===== config.mk =====
export PLATFORM = sky130hd
export DESIGN_NAME = mb_radix8_pipe
export DESIGN_NICKNAME = d
export VERILOG_FILES = /design/src/rtl/mb_radix8_pipe.sv
export SDC_FILE = /design/constraint.sdc
export NUM_CORES = 1
export LEC_CHECK = 0
export CAP_MARGIN = 30
export CORE_ASPECT_RATIO = 1.5
export CORE_UTILIZATION = 65
export CTS_CLUSTER_DIAMETER = 40
export DETAILED_ROUTE_END_ITERATION = 10
export DONT_BUFFER_PORTS = 1
export GPL_TIMING_DRIVEN = 1
export PLACE_DENSITY = 0.83
export SYNTH_ARGS = -nofsm -noshare
export SYNTH_HDL_FRONTEND = slang
export SYNTH_SLANG_ARGS = --single-unit

===== constraint.sdc =====
create_clock -name clk -period 5.95 [get_ports clk]
set_input_delay 1.4875 -clock clk [delete_from_list [all_inputs] [get_ports clk]]
set_output_delay 1.4875 -clock clk [all_outputs]
set_load 0.05 [all_outputs]

===== src/rtl/mb_radix8_pipe.sv =====
// rtl/mb_radix8_pipe.sv - 3-stage radix-8 Booth multiplier with valid/ready handshake
// Define MB_RADIX8_PIPE_SIGNED_EN to honour in_signed; otherwise the block is unsigned only.
module mb_radix8_pipe #(
  parameter int WIDTH = 8
) (
  input  logic                 clk,
  input  logic                 rst,
  input  logic                 in_valid,
  output logic                 in_ready,
  input  logic [WIDTH-1:0]     in_x,
  input  logic [WIDTH-1:0]     in_y,
  input  logic                 in_signed,
  output logic                 out_valid,
  input  logic                 out_ready,
  output logic [2*WIDTH-1:0]   out_product
);

  localparam int GROUPS = WIDTH / 3 + 1;
  localparam int PW     = 2 * WIDTH;
  localparam int M      = WIDTH + 3;
  localparam int XE     = 3 * GROUPS + 1;

  // Each row carries its top bit inverted (adds 2^(M-1) per row); this constant takes it back out.
  function automatic logic [PW-1:0] corr_vec();
    logic [PW-1:0] acc;
    acc = '0;
    for (int j = 0; j < GROUPS; j++) begin
      if (M - 1 + 3 * j < PW) acc = acc - (PW'(1) << (M - 1 + 3 * j));
    end
    return acc;
  endfunction

  localparam logic [PW-1:0] CORR = corr_vec();

  logic               adv;
  logic               v1, v2, v3;
  logic [WIDTH-1:0]   x1, y1;
  logic [WIDTH+1:0]   y3_1;
  logic               m1;
  logic               in_sgn;
  logic [WIDTH+1:0]   ye_in, y3_in;
  logic [PW-1:0]      s2, c2, s_nxt, c_nxt;
  logic [PW-1:0]      prod;
  logic               xs, ys;
  logic [XE-1:0]      xe;
  logic [M-1:0]       ym, y2m, y3m, y4m;

  assign adv         = ~v3 | out_ready;
  assign in_ready    = adv;
  assign out_valid   = v3;
  assign out_product = prod;

`ifdef MB_RADIX8_PIPE_SIGNED_EN
  assign in_sgn = in_signed;

  always_ff @(posedge clk) begin
    if (adv && in_valid) m1 <= in_signed;
  end
`else
  logic unused_signed;
  assign unused_signed = in_signed;
  assign in_sgn        = 1'b0;
  assign m1            = 1'b0;
`endif

  assign ye_in = {{2{in_sgn & in_y[WIDTH-1]}}, in_y};
  assign y3_in = ye_in + {ye_in[WIDTH:0], 1'b0};

  always_ff @(posedge clk or posedge rst) begin
    if (rst) begin
      v1 <= 1'b0;
      v2 <= 1'b0;
      v3 <= 1'b0;
    end else if (adv) begin
      v1 <= in_valid;
      v2 <= v1;
      v3 <= v2;
    end
  end

  always_ff @(posedge clk) begin
    if (adv && in_valid) begin
      x1   <= in_x;
      y1   <= in_y;
      y3_1 <= y3_in;
    end
    if (adv && v1) begin
      s2 <= s_nxt;
      c2 <= c_nxt;
    end
  end

  assign xs  = m1 & x1[WIDTH-1];
  assign ys  = m1 & y1[WIDTH-1];
  assign xe  = {{(XE-1-WIDTH){xs}}, x1, 1'b0};
  assign ym  = {{3{ys}}, y1};
  assign y2m = {ym[M-2:0], 1'b0};
  assign y4m = {ym[M-3:0], 2'b00};
  assign y3m = {m1 & y3_1[WIDTH+1], y3_1};

  always_comb begin : booth_csa
    logic [3:0]    w;
    logic [3:0]    sel;
    logic          neg;
    logic [M-1:0]  pp;
    logic [PW-1:0] row, t, nv;
    s_nxt = CORR;
    c_nxt = '0;
    nv    = '0;
    for (int j = 0; j < GROUPS; j++) begin
      w   = xe[3*j +: 4];
      sel = 4'b0000;
      neg = 1'b0;
      case (w)
        4'b0001, 4'b0010: sel = 4'b0001;
        4'b0011, 4'b0100: sel = 4'b0010;
        4'b0101, 4'b0110: sel = 4'b0100;
        4'b0111:          sel = 4'b1000;
        4'b1000:          begin sel = 4'b1000; neg = 1'b1; end
        4'b1001, 4'b1010: begin sel = 4'b0100; neg = 1'b1; end
        4'b1011, 4'b1100: begin sel = 4'b0010; neg = 1'b1; end
        4'b1101, 4'b1110: begin sel = 4'b0001; neg = 1'b1; end
        default:          sel = 4'b0000;
      endcase
      pp = ({M{sel[0]}} & ym) | ({M{sel[1]}} & y2m) |
           ({M{sel[2]}} & y3m) | ({M{sel[3]}} & y4m);
      if (neg) pp = ~pp;
      pp[M-1] = ~pp[M-1];
      row = PW'({{PW{1'b0}}, pp} << (3 * j));
      nv[3*j] = neg;
      t     = s_nxt ^ c_nxt ^ row;
      c_nxt = ((s_nxt & c_nxt) | (s_nxt & row) | (c_nxt & row)) << 1;
      s_nxt = t;
    end
    // Fold the +1 two's-complement corrections of the negated rows in last.
    t     = s_nxt ^ c_nxt ^ nv;
    c_nxt = ((s_nxt & c_nxt) | (s_nxt & nv) | (c_nxt & nv)) << 1;
    s_nxt = t;
  end

  always_ff @(posedge clk or posedge rst) begin
    if (rst) begin
      prod <= '0;
    end else if (adv && v2) begin
      prod <= s2 + c2;
    end
  end

endmodule


==> results of run 1 <==
[power breakdown]
part / internal [uW] / leakage [uW] / total, uW / switching [uW]
combinational: 359 / 0.00141 / 821 / 462
clock: 318 / 0.000148 / 519 / 201
sequential: 724 / 0.000734 / 1040 / 312
[final cells by class]
class | instances | area (um2) | area share (%)
multi-input cells | 382 | 2880 | 51.7
well taps | 102 | 128 | 2.29
inverters | 39 | 146 | 2.63
flip-flops and latches | 72 | 2070 | 37.1
repair buffers | 4 | 57.6 | 1.03
clock buffers | 12 | 268 | 4.81
clock inverters | 4 | 25.0 | 0.449
[routing by layer]
metal | vias to the layer above | track usage (%) | part of all wire, %
li1 | 1872 | - | -
met1 | 1862 | 28.8 | 38
met2 | 100 | 48.8 | 56
met3 | 34 | 5.83 | 3.1
met4 | 0 | 12.5 | 3.3
met5 | - | 0 | 0
[kinds of logic after synthesis]
logic type	Yosys count	share of synthesized area [%]
buffers and inverters	77	5.79
DFF	72	39.4
AOI/OAI and AO/OA	138	17.8
adders and majority gates	53	13.7
and+or+nand+nor	131	12.1
xor gates and xnor gates	35	5.98
muxes	25	5.22
[placed cells by master (no fill, tap or decap), types with 3 or more instances in the layout]
cell type / n
edfxtp_1: 53
nand2_1: 52
ha_1: 44
inv_1: 38
o21ai_0: 34
a21oi_1: 30
nor2_1: 23
xnor2_1: 21
dfrtp_1: 19
mux2i_1: 15
xor2_1: 13
a211oi_1: 12
nand2b_1: 10
nand3_1: 10
clkbuf_16: 10
nor2b_1: 8
mux2_2: 8
fa_1: 8
and2_1: 7
a31oi_1: 6
nor3_1: 6
a221o_1: 5
a22o_1: 5
a21o_1: 4
o211ai_1: 4
o22ai_1: 4
a211o_1: 3
or4_1: 3
a221oi_1: 3
o221ai_1: 3
[metrics by stage]
stage / utilization, % / power (uW) / cells / cell area, um2 / hold WS (ps)
floorplan: - / 1670 / 531 / 5250 / 454
global placement: 67.9 / 1790 / 597 / 5230 / 462
detailed placement: 68.4 / 1860 / 599 / 5280 / 480
CTS: 72.2 / 2390 / 615 / 5570 / 496
global route: 72.2 / 2540 / 615 / 5570 / 502
finish: 72.2 / 2380 / 615 / 5570 / 489
[worst max-delay path: cells and delay by family, from the launching register on]
family                   cells  cell delay (ps)
XOR/XNOR                     1              240
adder cells (fa/ha/maj)      3             1110
buffers and inverters        4              830
flip-flops                   1              590
AND/OR/NAND/NOR              3              650
[state kept, by name, summed over array words and instances (netlist names)]
| register | flops |
|---|---|
| x1 | 8 |
| c2 | 12 |
| out_product | 16 |
| v2 | 1 |
| s2 | 16 |
| y3_1 | 9 |
| out_valid | 1 |
| y1 | 8 |
| v1 | 1 |
[final timing paths]
path | from | end | slack [ps]
setup reg to reg | x1[2] | s2[6] | 2270
hold / removal | s2[0] | out_product[0] | 490
min in group asynchronous | rst | out_product[0] | 1160
hold reg to reg | s2[0] | out_product[0] | 490
max in group asynchronous | rst | out_valid | 4340
setup / recovery | x1[2] | s2[6] | 2270
==> qor.yml, run 1 <==
vias: 3868
clk_latency_ps: 340
postCtsSetupBuffers: 0
wl_per_cell_um: 16.7
via_per_inst: 6.29
setup_viol: 0
worst_slew_pin_slew_ps: 886
cts_tree: "yes"
maxCapViolations: 0
yosys.area.top_type: "edfxtp_1"
crit_fanout: 30
ys_ff_latch: 72
fin_tns_setup_ps: 0
seq_area_frac_synth_pct: 39.4
syn_inst: 531
required_ps: 6040
synth_edf_count: 53
critical_path_class: "reg2reg"
finalCritPeriodShare_pct: 61.8
nFillCells: 590
p_leak_uw: 0.00229
cp.arrival_ps: 3770
pre_cts_ws_ps: 2290
synth-async-reset-ratio_pct: 26.4
layout-drive-gt1-share_pct: 7.21
slowest_stage: "edfxtp_1"
synthTopCellsByCount: "53 x edfxtp_1, 52 x nand2_1, 44 x ha_1, 38 x inv_1, 34 x o21ai_0"
ys.flop_type: "edfxtp_1"
io_buffers: 0
gp_congestion: 0.882
ff2ff_path_depth: 11
yosysTopAreaCellShare_pct: 30.3
hold_class: "reg2reg"
start_util_pct: 68.1
hold_violations: 0
track_usage_pct: 27.0
clock_skew_ps: 4.99
die_w_um: 75.4
syn_nets: 604
dieHeight_um: 112
clk_pin_slew_ps: 60
status: "completed"
hold_buffers: 0
route.detailed.drc: 0
rsz0062_at_grt: "no"
holdPathStages: 1
vdd_drop_max_v: 0.000283
grt_pass1_wl_mm: 17.1
ys_top_cells_by_area: "edfxtp_1 30%, ha_1 10%, dfrtp_1 9.1%"
yosysUniqueCellTypes: 64
cts.sink_count: 72
fin_nets: 581
synth_warnings: 0
yosysMostFrequentCell: "edfxtp_1"
path_cells: "buf_4 > and2_1 > nand2_1 > nand2_1 > clkinv_1 > xnor2_1 > ha_1 > inv_1 > fa_1 > inv_1 > ha_1"
htree_levels: 3
floorplan.die_area_um2: 8440
synth_area_per_cell_um2: 9.88
dp_hpwl_mm: 7.63
cp_slowest_stage_delay_ps: 590
p_per_area_nw_per_um2: 427
cts_buffers: 9
timing.final.ws_setup_ps: 2270
ctsResizeCount: 0
antenna_found_initial: 0
startpoint_type: "flop"
rows: 39
dr.pass1.iters: 5
io_pins: 39
postRouteAntennaNets: 0
period_needed_ps: 3680
core_um2: 7710
grt_max_degree: 32
cp-end-kind: "flop"
netlist_area_um2: 5250
diodes: 0
clockRootBuffer: "clkbuf_16"
overflow: 0
cts_buffer_depth: 2
grt_pass1_vias: 3865
slew_headroom_pct: 41.0
fmax_mhz: 272
wl_mm: 10.2
syn_to_final_growth_pct: 6.10
drv_slew: 0
drt_iter0_drc: 199
Note: power is estimated with default switching activity, not from simulation.
==> run 2: changes to the inputs <==
CORE_UTILIZATION = 59   (was 65)
PLACE_DENSITY = 0.8   (was 0.83)
clock period = 3.3 ns   (was 5.95 ns; I/O delays follow)
==> qor.yml, run 2 (synthesized netlist as in run 1, its figures left out) <==
io_pins: 39
clockRootBuffer: "clkbuf_16"
clk_latency_ps: 330
required_ps: 3390
vias: 3833
wl_mm: 10.5
gp_congestion: 0.964
post-route-util_pct: 66.5
cts_buffer_depth: 2
cts_buffers: 9
hold_violations: 0
p_per_area_nw_per_um2: 760
start_util_pct: 61.6
io_buffers: 0
critical_path_buf_inv_count: 2
ff2ff_path_depth: 9
finalCritPeriodShare_pct: 95.6
antenna_found_initial: 0
layout_commonest_cell: "edfxtp_1"
crit_fanout: 7
overflow: 0
grt_pass1_vias: 3809
fmax_mhz: 317
wl_per_cell_um: 16.5
setup_viol: 0
vdd_drop_max_v: 0.000460
fin_nets: 597
r2r_setup_slack_ps: 150
route.detailed.drc: 0
status: "completed"
layout_common_cells: "53 x edfxtp_1, 52 x nand2_1, 44 x ha_1, 38 x inv_1, 34 x o21ai_0"
rows: 41
critical_path_class: "reg2reg"
drv_slew: 0
clock_skew_ps: 6.33
diodes: 0
dieHeight_um: 118
fin_cells: 636
path_cells: "xor2_2 > mux2_1 > a222oi_1 > xnor2_1 > ha_1 > inv_1 > fa_1 > inv_1 > ha_1"
placed_cells: 617
slowest_stage: "fa_1"
hold_class: "in2async"
cp_slowest_stage_delay_ps: 520
fin_tns_setup_ps: 0
rsz0062_at_grt: "no"
grt_max_degree: 31
period_needed_ps: 3150
floorplan.die_area_um2: 9280
via_per_inst: 6.03
cp.arrival_ps: 3240
startpoint_type: "flop"
drt_iter0_drc: 237
r2r-end: "s2[6]"
clk_pin_slew_ps: 60
postRouteAntennaNets: 0
maxCapViolations: 0
grt_pass1_wl_mm: 17.3
layout-drive-gt1-share_pct: 9.64
core_um2: 8520
cp-end-kind: "flop"
dr.pass1.iters: 6
die_w_um: 79
htree_levels: 3
syn_to_final_growth_pct: 7.89
slew_headroom_pct: 42.6
ctsResizeCount: 0
nFillCells: 654
cts.sink_count: 72
track_usage_pct: 24.0
dp_hpwl_mm: 8.01
cts_tree: "yes"
r2r_start: "x1[5]"
cp_top_family: "adder cells"
worst_slew_pin_slew_ps: 861
p_leak_uw: 0.00235
## run 2: cell types whose count changed in the layout (fill, tap and decap cells not counted), sizes merged
| cell | delta |
|---|---|
| inv | -1 |
| clkinvlp | +1 |
| buf | +16 |
| clkbuf | +2 |
| clkinv | -2 |
## run 2: what timing repair did
action,4_1_cts,5_1_grt
setup buffers,0,3
hold buffers,0,0
setup endpoints to repair,0,1
## run 2: how the worst max path moves through the flow
stage           from  endpoint  slack (ps)  depth (start not counted)
2_1_floorplan  x1[4]     s2[6]         280                         10
3_3_place_gp   x1[5]     s2[6]         200                          9
3_5_place_dp   x1[5]     s2[6]         160                          9
4_1_cts        x1[5]     s2[6]         140                          9
5_1_grt        x1[5]     s2[7]           3                          9
6_report       x1[5]     s2[6]         150                          9
## run 2: stage by stage
step | hold WS (ps) | instance area (um2) | power (uW) | worst slack, ps
after floorplan | 454 | 5250 | 3020 | 284
after global placement | 462 | 5350 | 3260 | 204
after detailed placement | 478 | 5350 | 3370 | 156
after CTS | 490 | 5640 | 4320 | 144
after global routing | 519 | 5660 | 4590 | 2.62
final | 499 | 5660 | 4300 | 146
## run 2: where the power goes
group | total [uW] | leakage (uW) | switching, uW | internal [uW]
sequential | 1850 | 0.000734 | 546 | 1310
combinational | 1520 | 0.00148 | 858 | 661
clock | 933 | 0.000138 | 359 | 575
total | 4300 | 0.00235 | 1760 | 2540
## run 2: area by class of cell
cell class	instances	area [um2]	share of cell area, %
clock buffers	14	275	4.86
repair buffers	20	150	2.65
well taps	107	134	2.36
flip-flops and latches	72	2070	36.5
multi-input cells	382	2880	50.8
clock inverters	2	12.5	0.221
inverters	39	146	2.59
## run 2: metal layers
| metal | track usage, % | part of all wire (%) | vias up |
|---|---|---|---|
| li1 | - | - | 1907 |
| met1 | 24.1 | 37 | 1798 |
| met2 | 45.1 | 55 | 100 |
| met3 | 4.03 | 3.5 | 28 |
| met4 | 13.4 | 3.9 | 0 |
| met5 | 0 | 0 | - |
